--- config.mk ---
export PLATFORM = sky130hd
export DESIGN_NAME = keypad_scan_encoder_flat
export DESIGN_NICKNAME = d
export VERILOG_FILES = /design/src/rtl/keypad_scan_encoder_pkg.sv /design/src/rtl/keypad_scan_encoder_if.sv /design/src/rtl/keypad_scan_encoder_tick_gen.sv /design/src/rtl/keypad_scan_encoder.sv /design/src/flat_wrapper.sv
export SDC_FILE = /design/constraint.sdc
export NUM_CORES = 1
export LEC_CHECK = 0
export ABC_AREA = 1
export BUFFER_PORTS_ARGS = -buffer_cell sky130_fd_sc_hd__buf_2
export CAP_MARGIN = 40
export CORE_MARGIN = 2
export CORE_UTILIZATION = 45
export CTS_CLUSTER_DIAMETER = 30
export DETAILED_ROUTE_END_ITERATION = 16
export PLACE_DENSITY = 0.73
export SLEW_MARGIN = 20
export SYNTH_ARGS = -nofsm -noshare
export SYNTH_HDL_FRONTEND = slang
export SYNTH_HIERARCHICAL = 1
export SYNTH_SLANG_ARGS = --single-unit
--- constraint.sdc ---
create_clock -name clk -period 2.1 [get_ports clk]
set_input_delay 0.105 -clock clk [delete_from_list [all_inputs] [get_ports clk]]
set_output_delay 0.105 -clock clk [all_outputs]
set_load 0.01 [all_outputs]
--- src/rtl/keypad_scan_encoder_pkg.sv ---
// ============================================================================
// Module   : keypad_pkg
// Purpose  : Shared types and constants for the 4x4 keypad scan encoder.
// Revision : 1.0 - initial release
// ============================================================================
`default_nettype none

package keypad_pkg;

    localparam int KEY_ROWS   = 4;
    localparam int KEY_COLS   = 4;
    localparam int KEY_CODE_W = 4;

    localparam logic [KEY_COLS-1:0] c_col_reset = 4'b1110;

    typedef enum logic [1:0] {
        SCAN     = 2'd0,
        DEBOUNCE = 2'd1,
        HELD     = 2'd2
    } state_t;

    // Index of the lowest-numbered active-low row; 0 when none is low.
    function automatic logic [1:0] lowest_low(input logic [KEY_ROWS-1:0] rows);
        lowest_low = 2'd0;
        for (int i = KEY_ROWS - 1; i >= 0; i--) begin
            if (!rows[i]) lowest_low = i[1:0];
        end
    endfunction

endpackage

`default_nettype wire

--- src/rtl/keypad_scan_encoder_if.sv ---
// ============================================================================
// Module   : keypad_scan_encoder_if
// Purpose  : Keypad pin and encoded-key signal bundle.
// Revision : 1.0 - initial release
// ============================================================================
`default_nettype none

interface keypad_scan_encoder_if;
    import keypad_pkg::*;

    logic [KEY_ROWS-1:0]   key_row;
    logic [KEY_COLS-1:0]   key_col;
    logic [KEY_CODE_W-1:0] key_code;
    logic                  key_valid;
    logic                  key_pressed;

    modport master (
        input  key_row,
        output key_col, key_code, key_valid, key_pressed
    );

    modport slave (
        output key_row,
        input  key_col, key_code, key_valid, key_pressed
    );

endinterface

`default_nettype wire

--- src/rtl/keypad_scan_encoder_tick_gen.sv ---
// ============================================================================
// Module   : keypad_tick_gen
// Purpose  : Free-running 0..COL_DWELL-1 counter; o_sample_tick marks the last count.
// Revision : 1.0 - initial release
// ============================================================================
`default_nettype none

module keypad_tick_gen #(
    parameter int COL_DWELL = 50000
) (
    input  wire logic clk,
    input  wire logic rst,
    output logic      o_sample_tick
);

    localparam int c_cnt_w = (COL_DWELL > 1) ? $clog2(COL_DWELL) : 1;
    localparam logic [c_cnt_w-1:0] c_last = c_cnt_w'(COL_DWELL - 1);

    logic [c_cnt_w-1:0] r_cnt;

    always_ff @(posedge clk) begin
        if (rst) begin
            r_cnt <= '0;
        end else if (r_cnt == c_last) begin
            r_cnt <= '0;
        end else begin
            r_cnt <= r_cnt + 1'b1;
        end
    end

    assign o_sample_tick = (r_cnt == c_last);

endmodule

`default_nettype wire

--- src/rtl/keypad_scan_encoder.sv ---
// ============================================================================
// Module   : keypad_scan_encoder
// Purpose  : Scans, debounces and hex-encodes a 4x4 active-low keypad.
//            Optional auto-repeat under macro KEYPAD_REPEAT_EN.
// Revision : 1.0 - initial release
// ============================================================================
`default_nettype none

module keypad_scan_encoder
    import keypad_pkg::*;
#(
    parameter int COL_DWELL    = 50000,
    parameter int DEBOUNCE_CNT = 16,
    parameter int REPEAT_DELAY = 500,
    parameter int REPEAT_RATE  = 100
) (
    input  wire logic             clk,
    input  wire logic             rst,
    keypad_scan_encoder_if.master kp
);

    localparam int c_db_w = $clog2(DEBOUNCE_CNT + 1);
    localparam logic [c_db_w-1:0] c_db_target = c_db_w'(DEBOUNCE_CNT);

    logic [KEY_ROWS-1:0]   r_row_meta;
    logic [KEY_ROWS-1:0]   r_row_s;
    logic                  w_sample_tick;
    state_t                r_state;
    logic [1:0]            r_col_idx;
    logic [1:0]            r_row_idx;
    logic [KEY_COLS-1:0]   r_key_col;
    logic [KEY_CODE_W-1:0] r_key_code;
    logic                  r_key_valid;
    logic                  r_key_pressed;
    logic [c_db_w-1:0]     r_match;
    logic [c_db_w-1:0]     r_release;
    logic                  w_row_low;
    logic [1:0]            w_low_row;
    logic [KEY_COLS-1:0]   w_key_col_rot;

`ifdef KEYPAD_REPEAT_EN
    localparam int c_rp_max = (REPEAT_DELAY > REPEAT_RATE) ? REPEAT_DELAY : REPEAT_RATE;
    localparam int c_rp_w   = $clog2(c_rp_max + 1);
    localparam logic [c_rp_w-1:0] c_delay = c_rp_w'(REPEAT_DELAY);
    localparam logic [c_rp_w-1:0] c_rate  = c_rp_w'(REPEAT_RATE);

    logic [c_rp_w-1:0] r_held;
    logic              r_repeating;
    logic [c_rp_w-1:0] w_held_nxt;
    assign w_held_nxt = r_held + 1'b1;
`else
    localparam int c_unused_repeat = REPEAT_DELAY + REPEAT_RATE;
`endif

    keypad_tick_gen #(
        .COL_DWELL (COL_DWELL)
    ) u_tick_gen (
        .clk           (clk),
        .rst           (rst),
        .o_sample_tick (w_sample_tick)
    );

    assign w_row_low     = ~r_row_s[r_row_idx];
    assign w_low_row     = lowest_low(r_row_s);
    assign w_key_col_rot = {r_key_col[KEY_COLS-2:0], r_key_col[KEY_COLS-1]};

    always_ff @(posedge clk) begin
        if (rst) begin
            r_row_meta    <= '1;
            r_row_s       <= '1;
            r_state       <= SCAN;
            r_col_idx     <= 2'd0;
            r_row_idx     <= 2'd0;
            r_key_col     <= c_col_reset;
            r_key_code    <= '0;
            r_key_valid   <= 1'b0;
            r_key_pressed <= 1'b0;
            r_match       <= '0;
            r_release     <= '0;
`ifdef KEYPAD_REPEAT_EN
            r_held        <= '0;
            r_repeating   <= 1'b0;
`endif
        end else begin
            r_row_meta  <= kp.key_row;
            r_row_s     <= r_row_meta;
            r_key_valid <= 1'b0;

            case (r_state)
                SCAN: begin
                    if (w_sample_tick) begin
                        if (&r_row_s) begin
                            r_key_col <= w_key_col_rot;
                            r_col_idx <= r_col_idx + 1'b1;
                        end else begin
                            r_row_idx <= w_low_row;
                            // A single required sample means the capture tick is the accept tick.
                            if (DEBOUNCE_CNT <= 1) begin
                                r_key_code    <= {w_low_row, r_col_idx};
                                r_key_valid   <= 1'b1;
                                r_key_pressed <= 1'b1;
                                r_match       <= '0;
                                r_state       <= HELD;
                            end else begin
                                r_match <= c_db_w'(1);
                                r_state <= DEBOUNCE;
                            end
                        end
                    end
                end

                DEBOUNCE: begin
                    if (w_sample_tick) begin
                        if (w_row_low) begin
                            if (r_match + 1'b1 == c_db_target) begin
                                r_key_code    <= {r_row_idx, r_col_idx};
                                r_key_valid   <= 1'b1;
                                r_key_pressed <= 1'b1;
                                r_match       <= '0;
                                r_state       <= HELD;
                            end else begin
                                r_match <= r_match + 1'b1;
                            end
                        end else begin
                            r_match   <= '0;
                            r_key_col <= w_key_col_rot;
                            r_col_idx <= r_col_idx + 1'b1;
                            r_state   <= SCAN;
                        end
                    end
                end

                HELD: begin
                    if (w_sample_tick) begin
                        if (!w_row_low) begin
`ifdef KEYPAD_REPEAT_EN
                            r_held      <= '0;
                            r_repeating <= 1'b0;
`endif
                            if (r_release + 1'b1 == c_db_target) begin
                                r_release     <= '0;
                                r_key_pressed <= 1'b0;
                                r_key_col     <= w_key_col_rot;
                                r_col_idx     <= r_col_idx + 1'b1;
                                r_state       <= SCAN;
                            end else begin
                                r_release <= r_release + 1'b1;
                            end
                        end else begin
                            r_release <= '0;
`ifdef KEYPAD_REPEAT_EN
                            // First interval is REPEAT_DELAY, later ones REPEAT_RATE.
                            if (w_held_nxt == (r_repeating ? c_rate : c_delay)) begin
                                r_key_valid <= 1'b1;
                                r_held      <= '0;
                                r_repeating <= 1'b1;
                            end else begin
                                r_held <= w_held_nxt;
                            end
`endif
                        end
                    end
                end

                default: r_state <= SCAN;
            endcase
        end
    end

    assign kp.key_col     = r_key_col;
    assign kp.key_code    = r_key_code;
    assign kp.key_valid   = r_key_valid;
    assign kp.key_pressed = r_key_pressed;

endmodule

`default_nettype wire

--- src/flat_wrapper.sv ---
// flat-port wrapper written by rule: the top's interface ports become plain ports
module keypad_scan_encoder_flat import keypad_pkg::*;
#(
    parameter int COL_DWELL    = 50000,
    parameter int DEBOUNCE_CNT = 16,
    parameter int REPEAT_DELAY = 500,
    parameter int REPEAT_RATE  = 100
)
  (clk, rst, kp_key_row, kp_key_col, kp_key_code, kp_key_valid, kp_key_pressed);
  keypad_scan_encoder_if kp_i ();
  input  wire logic clk;
  input  wire logic rst;
  input wire logic [$bits(kp_i.key_row)-1:0] kp_key_row;
  output wire logic [$bits(kp_i.key_col)-1:0] kp_key_col;
  output wire logic [$bits(kp_i.key_code)-1:0] kp_key_code;
  output wire logic [$bits(kp_i.key_valid)-1:0] kp_key_valid;
  output wire logic [$bits(kp_i.key_pressed)-1:0] kp_key_pressed;
  assign kp_i.key_row = kp_key_row;
  assign kp_key_col = kp_i.key_col;
  assign kp_key_code = kp_i.key_code;
  assign kp_key_valid = kp_i.key_valid;
  assign kp_key_pressed = kp_i.key_pressed;
  keypad_scan_encoder #(.COL_DWELL(COL_DWELL), .DEBOUNCE_CNT(DEBOUNCE_CNT), .REPEAT_DELAY(REPEAT_DELAY), .REPEAT_RATE(REPEAT_RATE)) u_core (.clk(clk), .rst(rst), .kp(kp_i));
endmodule
==> impl_results.md <==
- Clk buf depth: 2
- Vias: 2176
- DRT iter0 DRCs: 75
- Antenna Nets Post-Route: 0
- Crit start category: flop
- Internal power: 1.34 mW
- GRT overflow: 0
- Sequential share of power: 57.2%
- Syn Nets: 354
- Top Ports: 16
- Arrival time at the worst endpoint: 2140 ps
- Die Ht: 78.2 microns
- Vias/cell: 4.91
- Slew Viols, Final: 0
- Pre-antenna DRT Iters: 4
- Routed length per instance: 10.5 microns
- Worst Skew: 8.60 ps
- N_diodes: 0
- Largest net degree at the start of global routing: 23
- Setup TNS: 0 ps
- CP startpoint: u_core/u_tick_gen/r_cnt[1]
- Switch share: 20.7%
- Worst IR Drop VDD: 366 uV
- Layout Nets: 379
- Part of the power in the clock network: 39.3%
- Slew HR: 70.7%
- Port buffer count: 15
- Leakage: 1.13 nW
- Layout fillers: 540
- Crit path required time: 2320 ps
- Unique cell type count in the Yosys netlist: 31
- Syn Std Cell Area: 2480 sq um
- Post-placement cell count: 431
- R2r endpoint: u_core/r_release[4]
- Crit path max fanout: 5
- Area of the core: 5410 sq um
- Register-to-register setup slack: 180 ps
- Setup CP Type: flop to flop
- Share of cells above drive strength 1: 18.3%
- Pwr Density: 603 nW/um^2
- Row Count: 27
- Combinational power share: 3.5%
- Root Buffer: clkbuf_8
- Clk Latency, worst-skew pair: 300 ps
- Die ar.: 6110 sq um
- Ys Warns: 6
- Sequential share of the synthesized area: 40.4%
- P&R area growth vs syn: 13.0%
- Synthesized flop and latch total: 50
- CTS tree: built
- Endpoint class of the critical path: flop
- Post-route cell area: 2800 sq um
- Max Freq: 0.520 GHz
- Initial antenna violation count: 0
- GPL Wtd Cong: 0.819
- Psw: 350 uW
- Hpwl dp: 3380 microns
- Reg2reg path depth: 11
- Post-route DRC: 0
- CTS Buf Count: 5
- RSZ-0062 raised after global routing: no
- Worst r2r src: u_core/u_tick_gen/r_cnt[1]
- Final hold violations: 0
- H-tree levels: 2
- Min cycle time layout: 1920 ps
- Post-Route WL: 4630 microns
- Maxcap violations: 0
- HP Class: input port to flop
- Syn avg cell area: 7.18 sq um
- First-pass GRT wire length: 8010 microns
- Total GRT Usage: 15.9%
- Crit path to: u_core/r_release[4]
- Transition time of the tightest slew-check pin: 438 ps
- Worst-path clk slew: 90 ps
- Die Span X: 78.2 microns
- Final worst-path cycle share: 91.5%
- Placed Area: 2640 sq um
- Clock Sinks: 50
- Number of global-route vias before repair: 1926
- Outcome: finished, final reports clean
- Final setup vio count: 0
- Initial Util: 45.8%
- Post-Syn Instances: 345
- Non-Filler Instances: 443
## logic make-up after synthesis
family,after synthesis,synth area share [%]
AND/OR/NAND/NOR,195,39.0
flip-flops,50,40.4
AO/OA/AOI/OAI,49,10.4
buffers and inverters,43,6.87
XOR/XNOR,5,1.77
adder cells (fa/ha/maj),3,1.52
## Yosys cell counts
master,number,area share [%]
a22oi_1,1,0.30
xnor2_1,1,0.35
inv_2,6,0.91
nand3b_1,2,0.61
nor3_1,3,0.61
or2_2,11,2.8
clkinv_1,1,0.15
buf_6,1,0.45
nand3_2,3,1.2
nand4_1,8,2.0
o21ai_1,6,1.2
nor2_1,43,6.5
o21ai_0,7,1.4
a221oi_1,1,0.35
buf_2,1,0.20
dfxtp_1,50,40
nor2_8,2,1.6
a21oi_1,32,6.5
o21ai_2,1,0.35
clkbuf_1,2,0.30
nor2_4,5,2.3
nor2_2,3,0.76
nand2_4,4,1.8
a211oi_1,1,0.30
nand3_1,28,5.7
ha_1,3,1.5
xor2_1,4,1.4
nand2_2,5,1.3
inv_1,32,4.8
nand2_1,77,12
or2_0,1,0.25
## critical path: stages (launching register included)
cell and delay [ps]:
dfxtp_1 360, ha_1 190, nand3_1 90, or2_2 300
nor2_2 130, inv_2 60, buf_4 160, nor2_2 130
inv_2 80, nor2_4 130, nand3_1 80, a21oi_1 130
## stage by stage
step                      utilization (%)  worst slack, ps  hold slack (ps)  power (mW)
after floorplan                         -             41.2              209        1.03
after global placement               48.9              139              290        1.04
after detailed placement             48.9             90.3              291        1.04
after CTS                            51.6             79.2              211        1.71
after global routing                 51.8             12.0              246        1.76
final                                51.8              178              208        1.69
## area by class of cell
cell class                 instances  area (sq um)  area share [%]
clock buffer                       6          72.6            2.59
clock inverter                     2          37.5            1.34
inverter                          39           146            5.23
multi-input combinational        252          1310            46.9
sequential                        50          1000            35.8
tap                               72          90.1            3.22
timing repair buffer              22           138            4.92
## placed cells by master (no fill, tap or decap)
cell type / Yosys / routed
ha_1: 3 / 3
bufinv_16: 0 / 1
nand3_1: 28 / 27
buf_4: 0 / 3
or2_0: 1 / 1
nor2_8: 2 / 2
a22oi_1: 1 / 1
or2_2: 11 / 11
a221oi_1: 1 / 1
a211oi_1: 1 / 1
dfxtp_2: 0 / 1
a21oi_1: 32 / 32
nand2_2: 5 / 5
dlygate4sd3_1: 0 / 4
nand4_1: 8 / 8
nor2_1: 43 / 42
xnor2_1: 1 / 1
nor2_2: 3 / 4
nand3_2: 3 / 4
clkbuf_8: 0 / 5
buf_2: 1 / 15
nor2_4: 5 / 5
o21ai_2: 1 / 1
o21ai_1: 6 / 6
clkinv_1: 1 / 1
inv_2: 6 / 6
dfxtp_1: 50 / 49
xor2_1: 4 / 4
nand2_1: 77 / 77
inv_1: 32 / 32
nor3_1: 3 / 3
nand3b_1: 2 / 2
nand2_4: 4 / 4
o21ai_0: 7 / 7
clkbuf_1: 2 / 1
clkinvlp_4: 0 / 1
## routing by layer
layer / GRT usage (%) / vias up / share of wire [%]
met3: 3.22 / 3 / 3.0
met1: 19.6 / 986 / 49
met4: 4.04 / 0 / 0.52
met5: 0 / - / 0
li1: - / 1163 / -
met2: 28.2 / 24 / 47
## worst min-delay path by stage
stage	depth (start not counted)	from	endpoint
after floorplan	1	kp_key_row[0]	u_core/r_row_meta[0]
after global placement	2	kp_key_row[1]	u_core/r_row_meta[1]
after detailed placement	2	kp_key_row[3]	u_core/r_row_meta[3]
after CTS	2	rst	u_core/kp.key_valid
after global routing	2	rst	u_core/r_match[4]
final	2	rst	u_core/kp.key_valid
## repair_timing
item,4_1_cts,5_1_grt
setup endpoints to repair,0,11
hold endpoints to repair,4,0
hold buffers,4,0
setup buffers,0,0
gates resized for setup,0,3
## sequential cells by signal, summed over array words and instances, names as in the netlist
signal                   flops
u_core/kp.key_col            4
u_core/r_release             5
u_core/r_state               2
u_core/r_match               5
u_core/kp.key_valid          1
u_core/r_row_meta            4
u_core/r_col_idx             2
u_core/kp.key_code           4
u_core/u_tick_gen/r_cnt     16
u_core/kp.key_pressed        1
u_core/r_row_s               4
u_core/r_row_idx             2
## power by group through the flow
stage / clock [mW] / sequential [mW] / combinational, mW
6_report: 0.664 / 0.967 / 0.0587
5_1_grt: 0.720 / 0.968 / 0.0674
4_1_cts: 0.681 / 0.966 / 0.0588
3_5_place_dp: 0 / 0.989 / 0.0528
3_3_place_gp: 0 / 0.988 / 0.0520
2_1_floorplan: 0 / 0.987 / 0.0421
(Power assumes the default switching activity.)
